<file path="config.mk">
export PLATFORM = sky130hd
export DESIGN_NAME = fp8_result_drain
export DESIGN_NICKNAME = d
export VERILOG_FILES = /design/src/rtl/fp8_result_drain.sv
export SDC_FILE = /design/constraint.sdc
export NUM_CORES = 1
export LEC_CHECK = 0
export ABC_CLOCK_PERIOD_IN_PS = 3900
export BUFFER_PORTS_ARGS = -buffer_cell sky130_fd_sc_hd__buf_4
export CAP_MARGIN = 10
export CORE_ASPECT_RATIO = 1.2
export CORE_MARGIN = 4
export CORE_UTILIZATION = 55
export CTS_CLUSTER_DIAMETER = 120
export CTS_CLUSTER_SIZE = 28
export DETAILED_ROUTE_END_ITERATION = 12
export GPL_ROUTABILITY_DRIVEN = 0
export PLACE_DENSITY = 0.82
export SLEW_MARGIN = 20
export SYNTH_ARGS = -nofsm -noshare
export SYNTH_HDL_FRONTEND = slang
export SYNTH_SLANG_ARGS = --single-unit
</file>
<file path="constraint.sdc">
create_clock -name clk -period 3.9 [get_ports clk]
set_input_delay 0.78 -clock clk [delete_from_list [all_inputs] [get_ports clk]]
set_output_delay 0.78 -clock clk [all_outputs]
set_load 0.005 [all_outputs]
</file>
<file path="src/rtl/fp8_result_drain.sv">
// rtl/fp8_result_drain.sv - captures an N_OUT-byte FP8 vector and drains it one byte per handshake
// Optional second (pending) bank compiled in with FP8_DRAIN_PINGPONG_EN.
module fp8_result_drain #(
  parameter int N_OUT = 4
) (
  input  logic               clk,
  input  logic               rst,
  input  logic               load_valid,
  output logic               load_ready,
  input  logic [8*N_OUT-1:0] load_data,
  output logic               out_valid,
  input  logic               out_ready,
  output logic [7:0]         out_data,
  output logic               out_last,
  output logic               busy
);
  localparam int IW = $clog2(N_OUT);
  localparam logic [IW-1:0] LAST_IDX = IW'(N_OUT - 1);

  typedef enum logic {IDLE, DRAIN} state_t;

  state_t             state_q, state_d;
  logic [IW-1:0]      idx_q, idx_d;
  logic [8*N_OUT-1:0] data_q, data_d;
  logic               load_hs, out_hs, last_hs;
`ifdef FP8_DRAIN_PINGPONG_EN
  logic [8*N_OUT-1:0] pend_q, pend_d;
  logic               pend_full_q, pend_full_d;
`endif

  always_ff @(posedge clk) begin
    if (rst) begin
      state_q     <= IDLE;
      idx_q       <= '0;
      data_q      <= '0;
`ifdef FP8_DRAIN_PINGPONG_EN
      pend_q      <= '0;
      pend_full_q <= 1'b0;
`endif
    end else begin
      state_q     <= state_d;
      idx_q       <= idx_d;
      data_q      <= data_d;
`ifdef FP8_DRAIN_PINGPONG_EN
      pend_q      <= pend_d;
      pend_full_q <= pend_full_d;
`endif
    end
  end

  always_comb begin
    out_valid = (state_q == DRAIN);
    out_last  = out_valid && (idx_q == LAST_IDX);
    out_data  = out_valid ? data_q[{idx_q, 3'b000} +: 8] : 8'h00;
    out_hs    = out_valid & out_ready;
    last_hs   = out_hs & out_last;
`ifdef FP8_DRAIN_PINGPONG_EN
    load_ready = !pend_full_q;
    busy       = out_valid | pend_full_q;
`else
    load_ready = (state_q == IDLE) | last_hs;
    busy       = out_valid;
`endif
    load_hs = load_valid & load_ready;

    state_d = state_q;
    idx_d   = idx_q;
    data_d  = data_q;
`ifdef FP8_DRAIN_PINGPONG_EN
    pend_d      = pend_q;
    pend_full_d = pend_full_q;
`endif

    if (out_hs) begin
      idx_d = out_last ? '0 : idx_q + IW'(1);
    end

    if (state_q == IDLE) begin
      if (load_hs) begin
        data_d  = load_data;
        idx_d   = '0;
        state_d = DRAIN;
      end
    end else if (last_hs) begin
      // Refill the active bank at the last-byte edge so the next vector follows without a bubble.
`ifdef FP8_DRAIN_PINGPONG_EN
      if (pend_full_q) begin
        data_d      = pend_q;
        pend_full_d = 1'b0;
      end else if (load_hs) begin
        data_d = load_data;
      end else begin
        state_d = IDLE;
      end
`else
      if (load_hs) begin
        data_d = load_data;
      end else begin
        state_d = IDLE;
      end
`endif
    end
`ifdef FP8_DRAIN_PINGPONG_EN
    else if (load_hs) begin
      pend_d      = load_data;
      pend_full_d = 1'b1;
    end
`endif
  end

endmodule

</file>
==> results of run 1 <==
## state kept, by name, summed over array words and instances (netlist names)
signal and count:
idx_q 2, data_q 32, busy 1
## kinds of logic (layout without fill, tap and decap cells)
kind of cell	Yosys count	count (layout)	share of synthesized area [%]
adder cells (fa/ha/maj)	1	1	0.724
flip-flops	35	35	40.6
AND/OR/NAND/NOR	46	46	18.4
multiplexers	9	9	11.3
AO/OA/AOI/OAI	69	69	20.7
buffers and inverters	24	58	8.33
## cell usage after synthesis
| cell type | number |
|---|---|
| a311oi_1 | 1 |
| o21ai_1 | 7 |
| and2_1 | 9 |
| buf_1 | 4 |
| mux4_1 | 1 |
| clkbuf_2 | 1 |
| inv_2 | 1 |
| nand2b_1 | 1 |
| o21ai_0 | 25 |
| nand3b_1 | 32 |
| ha_1 | 1 |
| buf_6 | 6 |
| a21boi_2 | 1 |
| mux2_2 | 1 |
| a21oi_1 | 34 |
| mux4_2 | 7 |
| nand2_1 | 1 |
| dfxtp_1 | 35 |
| inv_1 | 1 |
| clkbuf_1 | 7 |
| buf_4 | 1 |
| a22oi_1 | 1 |
| buf_2 | 3 |
| nor2_1 | 3 |
## critical path: cells and delay by family (launching register included)
kind	cells	cell delay, ns
multiplexers	1	0.61
AND/OR/NAND/NOR	1	0.16
flip-flops	1	0.72
buffers and inverters	1	0.13
## layout make-up
| class | count | area [µm²] |
|---|---|---|
| Fill cell | 255 | 955 |
| Multi-Input combinational cell | 125 | 891 |
| Sequential cell | 35 | 701 |
| Timing Repair Buffer | 48 | 360 |
| Clock buffer | 8 | 68.8 |
| Tap cell | 36 | 45.0 |
| Inverter | 2 | 7.51 |
## layer usage
metal	share of wire (%)	vias up
met4	0.56	0
met2	51	53
met3	6.4	2
li1	-	729
met1	42	713
met5	0	-
## power by group
part           internal, mW  total [mW]  leakage, nW  switching (mW)
combinational        0.0635       0.113        0.472          0.0494
clock                 0.106       0.220       0.0386           0.114
sequential            0.378       0.394        0.287          0.0167
## cell usage in the layout, fill, tap and decap left out
cell type,synthesis,routed
a21boi_4,0,1
clkbuf_8,0,2
nand2b_1,1,1
a22oi_1,1,1
nor2_1,3,3
clkbuf_1,7,1
dfxtp_1,35,35
inv_1,1,1
o21ai_1,7,7
mux2_2,1,1
nand3b_1,32,32
nand2_1,1,1
ha_1,1,1
inv_2,1,1
a311oi_1,1,1
clkbuf_4,0,5
buf_4,1,48
o21ai_0,25,25
mux4_2,7,7
mux4_1,1,1
and2_1,9,9
a21oi_1,34,34
## per-stage QoR
stage	utilization (%)	total power [mW]
3_3_place_gp	66.2	0.510
3_5_place_dp	66.2	0.516
5_1_grt	68.5	0.760
4_1_cts	68.5	0.733
6_report	68.5	0.727
2_1_floorplan	-	0.473
## path summary, 6_finish.rpt
kind / cells past startpoint / end / slack, ns
worst max register to register: 5 / data_q[9] / 1.98
worst max-delay path: 3 / out_data[0] / 1.17
worst min register to register: 2 / data_q[13] / 0.48
worst min-delay path: 2 / data_q[13] / 0.48
==> summary.md, run 1 <==
| Metric | Value |
|---|---|
| Setup CP Type | `reg2out` |
| Arr. time, crit path | `1.95 ns` |
| Syn Nets | `221` |
| Setup_tns | `0 ns` |
| GR Util met3 | `5.96%` |
| Hold Path Class | `reg2reg` |
| Die area | `4110 µm²` |
| Post-CTS setup repair buffer count | `0` |
| Startpoint types | `flop` |
| Crit-path cells | `mux4_1 -> and2_1 -> buf_4` |
| Crit. End Element | `primary output` |
| Layout net count | `254` |
| Worst setup startpoint | `idx_q[0]` |
| PD cells | `351 nW/µm²` |
| Lkg Pwr | `0.798 nW` |
| CP peak stage delay | `0.72 ns` |
| Cell taking the most area after synthesis | `dfxtp_1` |
| H-tree Lvls | `2` |
| Clk buf depth | `2` |
| Remaining DRCs | `0` |
| Unique masters post-synth | `24` |
| Root buffer cell | `clkbuf_4` |
| Synth-to-layout area growth | `20.0%` |
| DR WL/cell | `15.4 µm` |
| Die Y | `69.4 µm` |
| Clock Sinks | `35` |
| Setup ws final | `1.17 ns` |
| Post-CTS resize count | `0` |
| Ranking of synthesized cells by area | `dfxtp_1, nand3b_1, a21oi_1` |
| Cell area after synthesis | `1730 µm²` |
| IR drop worst, VDD | `0.000393 V` |
| Post-Place Cells | `246` |
| Status | `complete, no violations` |
| Initial antenna violation count | `0` |
| RR Startpoint | `idx_q[0]` |
| ANT cells | `0` |
| Hpwl dp | `2690 µm` |
| Register area share after synthesis | `40.6%` |
| Largest net degree at the start of global routing | `65` |
| Hold Crit Start | `data_q[13]` |
| Warnings, synthesis | `0` |
| Slew @ Worst Pin | `0.607 ns` |
| I/O Buffers | `47` |
| Finished Layout Cells | `254` |
| Placed Area | `2000 µm²` |
| # hold bufs at CTS | `0` |
| Met1 usage | `26.7%` |
| Initial Util | `57.1%` |
| Die extent in x | `59.2 µm` |
| Unrepaired setup endpoints after global routing | `no` |
| Fin Hold WS | `0.481 ns` |
| Req. time, crit path | `3.12 ns` |
| Total grt overflow | `0` |
| Final min period | `2.73 ns` |
| Routed WL | `3920 µm` |
| GR Layer Usage met2 | `31.6%` |
| Max Fclk | `366 MHz` |
| Synthesized flop and latch total | `35` |
| Number of CTS-inserted buffers | `5` |
| Final setup fails | `0` |
| Pre-Repair DR Iteration Count | `4` |
| Worst-path clk slew | `0.09 ns` |
| Worst-path fanout max | `12` |
| Final hold viol count | `0` |
| Design area | `2070 µm²` |
| CTS tree | `yes` |
| Post-route ant nets | `0` |
| DR vias/cell | `5.89` |
| Starting DRT DRC Count | `83` |
| Worst Clk Skew | `0.00356 ns` |
| Core area | `3030 µm²` |
| Num ports | `48` |
| Gr busiest metal | `met2` |
| Total of max-cap violations | `0` |
| GR Util All Layers | `20.1%` |
| Layout cell share with drive strength beyond 1 | `29.8%` |
| Worst-Skew Late Latency | `0.33 ns` |
| Critical-path top delay cell | `dfxtp_1` |
| Mapped Cells | `184` |
| Slew Viols, Final | `0` |
| Vias in the first global route | `1,429` |
| Worst Setup Slack post-DPL | `1.52 ns` |
| Final period utilization | `70.0%` |
| First-pass GRT wire length | `6420 µm` |
| Max-slew headroom | `59.5%` |
| Num rows | `22` |
| Top cell type's share of synthesized area | `40.6%` |
| DR vias | `1,497` |
| Syn avg cell area | `9.39 µm²` |
Note: power is estimated with default switching activity, not from simulation.
==> inputs of run 2 (changes only) <==
ABC_CLOCK_PERIOD_IN_PS = 2470   (was 3900)
CORE_UTILIZATION = 46   (was 55)
PLACE_DENSITY = 0.73   (was 0.82)
clock period = 2.47 ns   (was 3.9 ns; I/O delays follow)
==> run 2 against run 1 <==
Clock skew down 0.0016 ns. Setup slack worse by 0.99 ns. Global-route usage down 2.5 points. Flip-flop and latch count unchanged. Die area up 17%. Via count down 1.9%. First-iteration DRC count down 1.2%. Critical path depth unchanged. Cell area up 2.7%. Utilization down 9.9 points. Power up 64%. Count of clock-buffer cells in the layout down 1. Critical path type unchanged.
==> summary.md, run 2 (synthesis gave the netlist of run 1 again) <==
| Metric | Value |
|---|---|
| Layout net count | `257` |
| Hpwl dp | `2560 µm` |
| Pre-Repair DR Iteration Count | `4` |
| First-pass GRT wire length | `6410 µm` |
| Commonest non-fill, non-tap cell in the layout | `buf_4` |
| PD cells | `559 nW/µm²` |
| Initial antenna violation count | `0` |
| Setup ws final | `0.182 ns` |
| Final period utilization | `92.6%` |
| Clock Sinks | `35` |
| # hold bufs at CTS | `0` |
| IR drop worst, VDD | `0.000430 V` |
| DR WL/cell | `14.1 µm` |
| Arr. time, crit path | `1.79 ns` |
| Tot Pwr | `1.19 mW` |
| Synth-to-layout area growth | `23.2%` |
| Post-route ant nets | `0` |
| Final hold viol count | `0` |
| Lkg Pwr | `0.817 nW` |
| CP peak stage delay | `0.66 ns` |
| Critical path buffer and inverter count | `1` |
| Setup CP Type | `reg2out` |
| Worst Setup Slack post-DPL | `0.481 ns` |
| Num rows | `24` |
| Slew @ Worst Pin | `0.536 ns` |
| GR Util All Layers | `17.5%` |
| Total of max-cap violations | `0` |
| Max-slew headroom | `64.2%` |
| Core area | `3630 µm²` |
| Worst-Skew Late Latency | `0.28 ns` |
| Req. time, crit path | `1.98 ns` |
| I/O Buffers | `47` |
| Remaining DRCs | `0` |
| Layout cell share with drive strength beyond 1 | `30.3%` |
| CP delay by family, top | `flip-flops` |
| Largest net degree at the start of global routing | `41` |
| Top reg by flops | `data_q` |
| WL met2 | `1870 µm` |
| M1 wire length | `1730 µm` |
| Final setup fails | `0` |
| Initial Util | `47.6%` |
| ANT cells | `0` |
| Die extent in x | `64.0 µm` |
| Max layer used | `met4` |
| Number of CTS-inserted buffers | `5` |
| Num ports | `48` |
| Setup_tns | `0 ns` |
| Vias in the first global route | `1,376` |
| Clk buf depth | `2` |
| Unrepaired setup endpoints after global routing | `no` |
| Most frequent cells in the layout | `buf_4, dfxtp_1, a21oi_1` |
| DR vias | `1,469` |
| Post-CTS resize count | `0` |
| Hold Path Class | `reg2reg` |
| Total grt overflow | `0` |
| DR vias/cell | `5.38` |
| Startpoint types | `flop` |
| Worst-path clk slew | `0.07 ns` |
| Crit-path cells | `mux4_2 -> and2_1 -> buf_4` |
| Largest register FFs | `32` |
| Worst Clk Skew | `0.00201 ns` |
| Die area | `4810 µm²` |
| Crit. End Element | `primary output` |
| Max Fclk | `437 MHz` |
| Post-CTS setup repair buffer count | `0` |
| Metal3 WL | `172 µm` |
| Starting DRT DRC Count | `82` |
| Critical-path top delay cell | `dfxtp_1` |
| Die Y | `75.1 µm` |
| CTS tree | `yes` |
| Slew Viols, Final | `0` |
| Worst-path fanout max | `11` |
| Routed WL | `3850 µm` |
| Final min period | `2.29 ns` |
| Root buffer cell | `clkbuf_8` |
| H-tree Lvls | `2` |
| Status | `complete, no violations` |
-- run 2: changes by cell type in the layout (fill, tap and decap cells not counted) --
cell / change
clkbuf_8: +3
buf_4: +3
clkinv_2: +1
clkbuf_1: +1
clkbuf_4: -5
-- run 2: area by class of cell --
cell class | instances | area (µm²)
fill | 352 | 1510
multi-input combinational | 125 | 891
sequential | 35 | 701
timing repair buffer | 51 | 383
clock buffer | 7 | 76.3
tap | 52 | 65.1
inverter | 2 | 7.51
clock inverter | 1 | 5.00
-- run 2: worst paths after layout --
| check | from | depth (start not counted) | slack, ns | end |
|---|---|---|---|---|
| setup / recovery | idx_q[1] | 3 | 0.18 | out_data[7] |
| hold / removal | data_q[26] | 2 | 0.48 | data_q[26] |
| hold reg to reg | data_q[26] | 2 | 0.48 | data_q[26] |
| setup reg to reg | idx_q[1] | 5 | 0.73 | data_q[22] |
-- run 2: worst register-to-register path: stages (launching register included) --
cell and delay (ns):
dfxtp_1 0.66, ha_1 0.34, a21boi_4 0.08, buf_4 0.24, nand3b_1 0.22, a21oi_1 0.15
-- run 2: metal layers --
layer	up-vias	track usage, %
met2	33	28.6
met5	-	0
met4	0	8.63
met1	695	21.6
li1	736	-
met3	5	4.63
-- run 2: stage by stage --
stage / util [%] / cells / cell area (µm²) / hold WS (ns)
2_1_floorplan: - / 184 / 1730 / 0.449
4_1_cts: 58.6 / 273 / 2130 / 0.469
3_3_place_gp: 56.3 / 265 / 2050 / 0.456
6_report: 58.6 / 273 / 2130 / 0.476
5_1_grt: 58.6 / 273 / 2130 / 0.469
3_5_place_dp: 56.3 / 265 / 2050 / 0.466
-- run 2: where the power goes --
part	internal, mW	switching (mW)
logic	0.104	0.0831
clock network	0.197	0.188
registers	0.597	0.0199
